**config.mk**
```make
export PLATFORM = sky130hd
export DESIGN_NAME = ramp_sequencer_ctrl
export DESIGN_NICKNAME = d
export VERILOG_FILES = /design/src/rtl/fsm_pkg.sv /design/src/rtl/tick_gen.sv /design/src/rtl/ramp_sequencer_ctrl.sv
export SDC_FILE = /design/constraint.sdc
export NUM_CORES = 1
export LEC_CHECK = 0
export ABC_AREA = 0
export BUFFER_PORTS_ARGS = -buffer_cell sky130_fd_sc_hd__buf_2
export CAP_MARGIN = 20
export CORE_ASPECT_RATIO = 1.5
export CORE_MARGIN = 3
export CORE_UTILIZATION = 50
export CTS_BUF_LIST = sky130_fd_sc_hd__clkbuf_2
export DETAILED_ROUTE_END_ITERATION = 8
export PLACE_DENSITY = 0.73
export SYNTH_ARGS = -nofsm -noshare
export SYNTH_HDL_FRONTEND = slang
export SYNTH_HIERARCHICAL = 1
export SYNTH_SLANG_ARGS = --single-unit
```
**constraint.sdc**
```tcl
create_clock -name clk -period 3 [get_ports clk]
set_clock_uncertainty 0.2 [all_clocks]
set_input_delay 0 -clock clk [delete_from_list [all_inputs] [get_ports clk]]
set_output_delay 0 -clock clk [all_outputs]
set_load 0.02 [all_outputs]
```
**src/rtl/fsm_pkg.sv**
```systemverilog
// Shared state encoding and drive-level codes for the soft-start ramp sequencer.
// D50/D30 are only reachable when RAMP_DOWN_EN is defined.
package fsm_pkg;

  typedef enum logic [2:0] {
    IDLE = 3'd0,
    S30  = 3'd1,
    S50  = 3'd2,
    S100 = 3'd3,
    D50  = 3'd4,
    D30  = 3'd5
  } state_e;

  localparam logic [1:0] LVL_OFF = 2'd0;
  localparam logic [1:0] LVL_30  = 2'd1;
  localparam logic [1:0] LVL_50  = 2'd2;
  localparam logic [1:0] LVL_100 = 2'd3;

  // Ramp-down stages reuse the drive level of the matching ramp-up stage.
  function automatic logic [1:0] level_of(input state_e s);
    logic [1:0] lvl;
    lvl = LVL_OFF;
    case (s)
      S30, D30: lvl = LVL_30;
      S50, D50: lvl = LVL_50;
      S100:     lvl = LVL_100;
      default:  lvl = LVL_OFF;
    endcase
    return lvl;
  endfunction

endpackage

```
**src/rtl/tick_gen.sv**
```systemverilog
// Prescaler producing a one-cycle tick every CLK_DIV clocks; clr forces the
// count back to 0 so every stage starts on a whole tick period.
module tick_gen #(
  parameter int unsigned CLK_DIV = 100000000
) (
  input  logic clk,
  input  logic rst_n,
  input  logic clr,
  output logic tick
);

  localparam int unsigned CW = (CLK_DIV > 1) ? $clog2(CLK_DIV) : 1;

  logic [CW-1:0] cnt_q;
  logic [CW-1:0] cnt_d;

  assign tick = (cnt_q == CW'(CLK_DIV - 1));

  always_comb begin
    cnt_d = cnt_q + CW'(1);
    if (clr || tick) begin
      cnt_d = '0;
    end
  end

  always_ff @(posedge clk or negedge rst_n) begin
    if (!rst_n) begin
      cnt_q <= '0;
    end else begin
      cnt_q <= cnt_d;
    end
  end

endmodule

```
**src/rtl/ramp_sequencer_ctrl.sv**
```systemverilog
// Motor soft-start sequencer: 30% -> 50% -> 100% drive stages timed in ticks.
// Define RAMP_DOWN_EN to step back down through 50%/30% on stop instead of
// dropping straight to IDLE.
module ramp_sequencer_ctrl
  import fsm_pkg::*;
#(
  parameter int unsigned CLK_DIV    = 100000000,
  parameter int unsigned DWELL_FAST = 2,
  parameter int unsigned DWELL_SLOW = 5
) (
  input  logic       clk,
  input  logic       rst_n,
  input  logic       start,
  input  logic       stop,
  input  logic       fast,
  input  logic       slow,
  output logic       out_30,
  output logic       out_50,
  output logic       out_100,
  output logic [1:0] level,
  output logic       busy,
  output logic       tick
);

  localparam int unsigned DMAX = (DWELL_FAST > DWELL_SLOW) ? DWELL_FAST : DWELL_SLOW;
  localparam int unsigned DW   = (DMAX > 1) ? $clog2(DMAX) : 1;

  state_e        state_q;
  state_e        state_d;
  logic [DW-1:0] dwell_q;
  logic [DW-1:0] dwell_d;
  logic          mode_fast_q;
  logic          mode_fast_d;

  logic          tick_w;
  logic          clr;
  logic          advance;
  logic [DW-1:0] dwell_step;
  logic [DW-1:0] reload;

  // Counter is held in IDLE and restarted on every state change, so each
  // stage spans exactly DWELL*CLK_DIV cycles.
  assign clr = (state_q == IDLE) || (state_d != state_q);

  tick_gen #(
    .CLK_DIV (CLK_DIV)
  ) u_tick_gen (
    .clk   (clk),
    .rst_n (rst_n),
    .clr   (clr),
    .tick  (tick_w)
  );

  assign reload     = mode_fast_q ? DW'(DWELL_FAST - 1) : DW'(DWELL_SLOW - 1);
  assign advance    = tick_w && (dwell_q == '0);
  assign dwell_step = (tick_w && (dwell_q != '0)) ? (dwell_q - DW'(1)) : dwell_q;

  always_comb begin
    state_d     = state_q;
    dwell_d     = dwell_q;
    mode_fast_d = mode_fast_q;
    case (state_q)
      IDLE: begin
        if (start && !stop && (fast || slow)) begin
          state_d     = S30;
          mode_fast_d = fast;
          dwell_d     = fast ? DW'(DWELL_FAST - 1) : DW'(DWELL_SLOW - 1);
        end
      end
      S30: begin
        if (stop) begin
          state_d = IDLE;
          dwell_d = '0;
        end else if (advance) begin
          state_d = S50;
          dwell_d = reload;
        end else begin
          dwell_d = dwell_step;
        end
      end
      S50: begin
        if (stop) begin
`ifdef RAMP_DOWN_EN
          state_d = D30;
          dwell_d = reload;
`else
          state_d = IDLE;
          dwell_d = '0;
`endif
        end else if (advance) begin
          state_d = S100;
          dwell_d = reload;
        end else begin
          dwell_d = dwell_step;
        end
      end
      S100: begin
        if (stop) begin
`ifdef RAMP_DOWN_EN
          state_d = D50;
          dwell_d = reload;
`else
          state_d = IDLE;
          dwell_d = '0;
`endif
        end
      end
`ifdef RAMP_DOWN_EN
      // Ramp-down ignores both start and stop until it reaches IDLE.
      D50: begin
        if (advance) begin
          state_d = D30;
          dwell_d = reload;
        end else begin
          dwell_d = dwell_step;
        end
      end
      D30: begin
        if (advance) begin
          state_d = IDLE;
          dwell_d = '0;
        end else begin
          dwell_d = dwell_step;
        end
      end
`endif
      default: begin
        state_d = IDLE;
        dwell_d = '0;
      end
    endcase
  end

  always_ff @(posedge clk or negedge rst_n) begin
    if (!rst_n) begin
      state_q     <= IDLE;
      dwell_q     <= '0;
      mode_fast_q <= 1'b0;
    end else begin
      state_q     <= state_d;
      dwell_q     <= dwell_d;
      mode_fast_q <= mode_fast_d;
    end
  end

  assign level   = level_of(state_q);
  assign out_30  = (level == LVL_30);
  assign out_50  = (level == LVL_50);
  assign out_100 = (level == LVL_100);
  assign busy    = (state_q != IDLE);
  assign tick    = tick_w;

endmodule

```
After elaboration in Yosys (flattened, before gate mapping)

Cells that the tools add are included.

Bits in writable memories: 0
Memories kept: 0
Register bits: 34
Logic and storage cells: 53
Bits in latches: 0
Memory bits (read-only): 0
Input port bits: 6

Add/subtract/negate cells: 2
Bitwise operators: 0
Eq/ne operators: 13
Div/mod/pow operators: 0
Reduce and logical (&&, ||, !) cells: 17
Multipliers: 0
Order comparisons: 0
Multiplexer cells: 17
Shift operators: 0

Operator list:

| kind                  | number |
|---|---|
| $mux 3                | 13 |
| $add 27x1->27 const B | 1 |
| $eq 27x27->1 const B  | 1 |
| $mux 27               | 1 |
| $pmux 3 s4            | 1 |
| $pmux 3 s3            | 1 |
| $eq 3x2->1 const B    | 2 |
| $eq 3x3->1 const B    | 2 |
| $logic_not 3->1       | 2 |
| $pmux 2 s3            | 1 |
| $reduce_bool 3->1     | 2 |
| $reduce_or 2->1       | 3 |
| $eq 2x2->1 const B    | 2 |
| $logic_and 1x1->1     | 4 |
| $ne 4x1->1 const B    | 1 |
| $eq 3x1->1 const B    | 1 |
| $logic_or 1x1->1      | 3 |
| $ne 3x3->1            | 1 |
| $reduce_and 3->1      | 1 |
| $sub 3x1->3 const B   | 1 |
| $eq 2x1->1 const B    | 1 |
| $ne 2x1->1 const B    | 1 |
| $ne 2x2->1 const B    | 1 |
| $reduce_and 2->1      | 1 |
| $logic_not 1->1       | 1 |

Longest topological paths before layout

Word-level depth: 9
Depth in mapped cells: 14
Mapped depth without buffers: 11

Cells and area by module

Netlist, hierarchy kept.

Modules (own cells, without submodules):

| module              | times used | area each (um^2) | cells an instance |
|---|---|---|---|
| tick_gen            | 1          | 1417.6           | 151 |
| ramp_sequencer_ctrl | 1          | 533.0            | 58 |

Least setup slack after synthesis

Ideal clock, no wire load.

Path type: flip-flop to flip-flop
Start: register u_tick_gen.cnt_q[0]
End: register u_tick_gen.cnt_q[3]
Clock period less this slack: 3421 ps
Buffers on the path: 3
Stages on the path, launching flop included: 15
Slack: -421 ps
Required time: 2679 ps
Arrival time: 3099 ps
Cells stage by stage: dfrtp_1 ha_1 and2_1 clkbuf_1 nand3_1 nor3_1 and3b_1 clkbuf_1 inv_2 maj3_1 nand2_1 inv_1 o31ai_2 buf_2 nor2_1

Longest elaborated chain between the ends: 9

RTL lines:

| item                             | RTL line                                             | text |
|---|---|---|
| start, declared                  | tick_gen.sv:14                                       | `logic [CW-1:0] cnt_q;` |
| start signal, assigned           | tick_gen.sv:30                                       | `cnt_q <= cnt_d;` |
| $eq 27x27->1 *                   | tick_gen.sv:17                                       | `assign tick = (cnt_q == CW'(CLK_DIV - 1));` |
| net tick                         | ramp_sequencer_ctrl.sv:22                            | `output logic tick` |
| $logic_and 1x1->1 *              | ramp_sequencer_ctrl.sv:55                            | `assign advance = tick_w && (dwell_q == '0);` |
| $mux 3, on equally long branches | ramp_sequencer_ctrl.sv:90, ramp_sequencer_ctrl.sv:74 |  |
| $mux 3, on equally long branches | ramp_sequencer_ctrl.sv:82, ramp_sequencer_ctrl.sv:71 |  |
| $pmux 3 s4 *                     | ramp_sequencer_ctrl.sv:62                            | `case (state_q)` |
| $ne 3x3->1 *                     | ramp_sequencer_ctrl.sv:43                            | `assign clr = (state_q == IDLE) \|\| (state_d != state_q);` |
| $logic_or 1x1->1 *               | ramp_sequencer_ctrl.sv:43                            |  |
| net clr                          | ramp_sequencer_ctrl.sv:36                            | `logic clr;` |
| $logic_or 1x1->1 *               | tick_gen.sv:21                                       | `if (clr \|\| tick) begin` |
| $mux 27 *                        | tick_gen.sv:21                                       |  |
| net u_tick_gen.cnt_d[3]          | tick_gen.sv:15                                       | `logic [CW-1:0] cnt_d;` |

Mark *: on every way through the listed nets, which the timed path passes. The rest lies on a longest branch.
A chain may end at the register's enable or synchronous reset.

Final worst setup path

Start: register u_tick_gen.cnt_q[13]
End: register dwell_q[2]

Longest elaborated chain between the ends: 5

RTL lines:

| item                 | RTL line                                             | text |
|---|---|---|
| $eq 27x27->1 *       | tick_gen.sv:17                                       |  |
| $logic_and 1x1->1    | ramp_sequencer_ctrl.sv:55                            |  |
| $mux 3               | ramp_sequencer_ctrl.sv:74, ramp_sequencer_ctrl.sv:90 |  |
| $mux 3               | ramp_sequencer_ctrl.sv:82                            | `if (stop) begin` |
| $pmux 3 s3           | ramp_sequencer_ctrl.sv:62                            |  |
| end signal, assigned | ramp_sequencer_ctrl.sv:141                           | `dwell_q <= dwell_d;` |
| end, declared        | ramp_sequencer_ctrl.sv:30                            | `logic [DW-1:0] dwell_q;` |

Mark *: on every way between the ends. The rest lies on a longest branch, timed or not.

==> flow_summary.json <==
{
  "synth_edf_count": 0,
  "p_comb_share_pct": 8.6,
  "vias": 1636,
  "startpoint": "u_tick_gen/cnt_q[13]",
  "rows": 27,
  "hold_viol_final": 0,
  "clockPowerShare_pct": 26.2,
  "crit_arrival_ns": 2.86,
  "hp-class": "input pin to async pin",
  "clock_sinks": 34,
  "die_h_um": 82.5,
  "ys_seq_elements": 34,
  "status": "completed",
  "drive_gt1_share_pct": 17.5,
  "endpoint": "dwell_q[2]",
  "core_mm2": 0.00372,
  "p_leak_nw": 0.890,
  "end_kind": "register",
  "rsz0062_at_grt": "no",
  "dp_slack_ns": 0.198,
  "maxSlewHeadroom_pct": 48.1,
  "r2r_setup_slack_ns": 0.20,
  "vias_per_cell": 6.01,
  "initial_core_util_pct": 52.5,
  "setup_viol_count_final": 0,
  "final_cell_mix": "dfrtp_1, nor2_1, nand2_1, a21oi_1, buf_2",
  "power.internal_w": 0.000538,
  "min_period_over_period_pct": 93.3,
  "drv_cap": 0,
  "ys_async_sr_fraction_pct": 100,
  "crit_path_max_fanout": 5,
  "yosysUniqueCellTypes": 48,
  "grt_pass1_wl_um": 7400,
  "routabilityCongestion": 0.851,
  "tightest_slew_ns": 0.778,
  "p_total_w": 0.000721,
  "post-route-worst-setup-slack_ns": 0.201,
  "layout_commonest_cell": "dfrtp_1",
  "synth_nets": 218,
  "cts-buffers-inserted": 5,
  "max_stage_delay_ns": 0.59,
  "clockBufferDepth": 2,
  "power.density_mw_per_mm2": 331,
  "fin_nets": 239,
  "io_buffers": 12,
  "first_global_vias": 1695,
  "synthCells": 209,
  "antenna_found_initial": 0,
  "io_pins": 13,
  "final.min_clock_period_ns": 2.80,
  "r2r_cells": 9,
  "worstSetupPathType": "register to register",
  "p_seq_share_pct": 65.3,
  "cts_tree": "yes",
  "ys_seq_area_share_pct": 43.6,
  "crit_required_ns": 3.06,
  "clock_latency_ns": 0.37,
  "grt-ovfl-total": 0,
  "track_usage_pct": 20.3,
  "setup_tns_ns": 0,
  "drtAntennaViolNets": 0,
  "crit_chain": "and3_1, nand4_1, nor3_4, and3b_1, buf_4, nand2_1, o2111ai_1, o221ai_1, dlygate4sd3_1",
  "placed_area_mm2": 0.00206,
  "crit_path_start_kind": "register",
  "dp_hpwl_um": 2920,
  "yosys_warnings": 6,
  "h-tree-depth": 2,
  "drt_iter0_drc": 57,
  "switchingPower_w": 0.000183,
  "firstDrtPassIters": 5,
  "wl_per_cell_um": 15.3,
  "cts-root-buf": "clkbuf_2",
  "diodes": 0,
  "syn_area_per_cell_um2": 9.33,
  "route.detailed.drc": 0,
  "clk_pin_slew_worst_paths_ns": 0.15,
  "worst_path_max_delay_cell": "dlygate4sd3_1",
  "die_width_um": 57,
  "drt-total-wl_um": 4160,
  "drv_slew": 0,
  "r2r-start": "u_tick_gen/cnt_q[13]",
  "irDropWorstVdd_mv": 0.220,
  "grt_max_degree": 35,
  "p_sw_share_pct": 25.4,
  "max_freq_ghz": 0.357,
  "fin_area_mm2": 0.00218,
  "synth_ff_type": "dfrtp_1",
  "die-area_mm2": 0.00470,
  "area_delta_synth_final_pct": 11.8,
  "holdWs_ns": 0.0187,
  "netlist_area_mm2": 0.00195,
  "r2r-end": "dwell_q[2]"
}
power by group through the flow:
stage                     clock (W)  sequential [W]  combinational [W]
after floorplan                   0        0.000475          0.0000370
after global placement            0        0.000479          0.0000544
after detailed placement          0        0.000479          0.0000553
after CTS                  0.000198        0.000471          0.0000620
after global routing       0.000220        0.000472          0.0000680
final                      0.000189        0.000471          0.0000617
worst max-delay path: cells and delay by family (launching register included):
kind | cells | cell delay, ns
AND/OR/NAND/NOR | 5 | 1.06
buffers and inverters | 2 | 0.74
flip-flops | 1 | 0.47
AO/OA/AOI/OAI | 2 | 0.23
cell type report:
class / count / area (um2)
Clock buffer: 5 / 25.0
Clock inverter: 1 / 3.75
Fill cell: 331 / 1540
Inverter: 8 / 30.0
Multi-Input combinational cell: 156 / 1030
Sequential cell: 34 / 851
Tap cell: 43 / 53.8
Timing Repair Buffer: 25 / 188
timing repair:
item / CTS / global route
endpoints found under the hold margin: 43 / 0
setup endpoints to repair: 0 / 25
hold buffers: 7 / 0
gates resized for setup: 0 / 2
buffers inserted: 0 / 2
Yosys cell counts (2+ instances only):
cell,number,area share [%]
nor3_1,5,1.3
buf_6,2,1.2
mux2i_1,2,1.0
or4_1,6,2.3
and3_1,3,0.96
inv_1,7,1.3
and4_1,2,0.90
clkbuf_1,4,0.77
nand3_1,9,2.3
xor2_1,8,3.6
nor2_1,21,4.0
ha_1,3,1.9
a21oi_1,14,3.6
o221ai_1,2,0.90
or3_4,2,1.2
nand4_1,10,3.2
xnor2_1,7,3.1
nor4_1,3,0.96
o31ai_1,6,2.3
dfrtp_1,34,44
o21ai_0,7,1.8
or3_1,8,2.6
buf_2,5,1.3
nand2_1,15,2.9
how the worst min path moves through the flow:
stage	start	end	slack [ns]	depth (start not counted)
5_1_grt	rst_n	u_tick_gen/cnt_q[19]	0.04	2
6_report	rst_n	u_tick_gen/cnt_q[19]	0.02	2
3_3_place_gp	rst_n	dwell_q[0]	-0.09	1
2_1_floorplan	rst_n	dwell_q[0]	-0.50	0
4_1_cts	rst_n	u_tick_gen/cnt_q[22]	0.006	2
3_5_place_dp	rst_n	dwell_q[0]	-0.09	1
per-layer routing:
layer / track usage, % / part of all wire, % / vias up
met4: 13.5 / 4.8 / 0
met1: 21.9 / 40 / 798
met3: 4.04 / 3.2 / 18
met5: 0 / 0 / -
li1: - / - / 791
met2: 35.6 / 52 / 29
cells by family (layout without fill, tap and decap cells):
group | after synthesis | count (layout) | synth area share [%]
fa+ha+maj | 4 | 4 | 2.44
xor+xnor | 15 | 15 | 6.74
other cells | 1 | 1 | 0.192
compound gates | 36 | 36 | 11.7
flops | 34 | 34 | 43.6
mux | 3 | 3 | 1.60
buf+inv | 19 | 39 | 4.75
simple gates | 97 | 97 | 28.9
stage by stage:
step	cells	utilization, %
floorplan	209	-
global placement	257	55.3
detailed placement	257	55.3
CTS	270	58.0
global route	272	58.7
finish	272	58.7
registers in the layout, summed over array words and instances (netlist names):
register and flops:
u_tick_gen/cnt_q 27, dwell_q 3, state_q 3, mode_fast_q 1
Note: power is estimated with default switching activity, not from simulation.
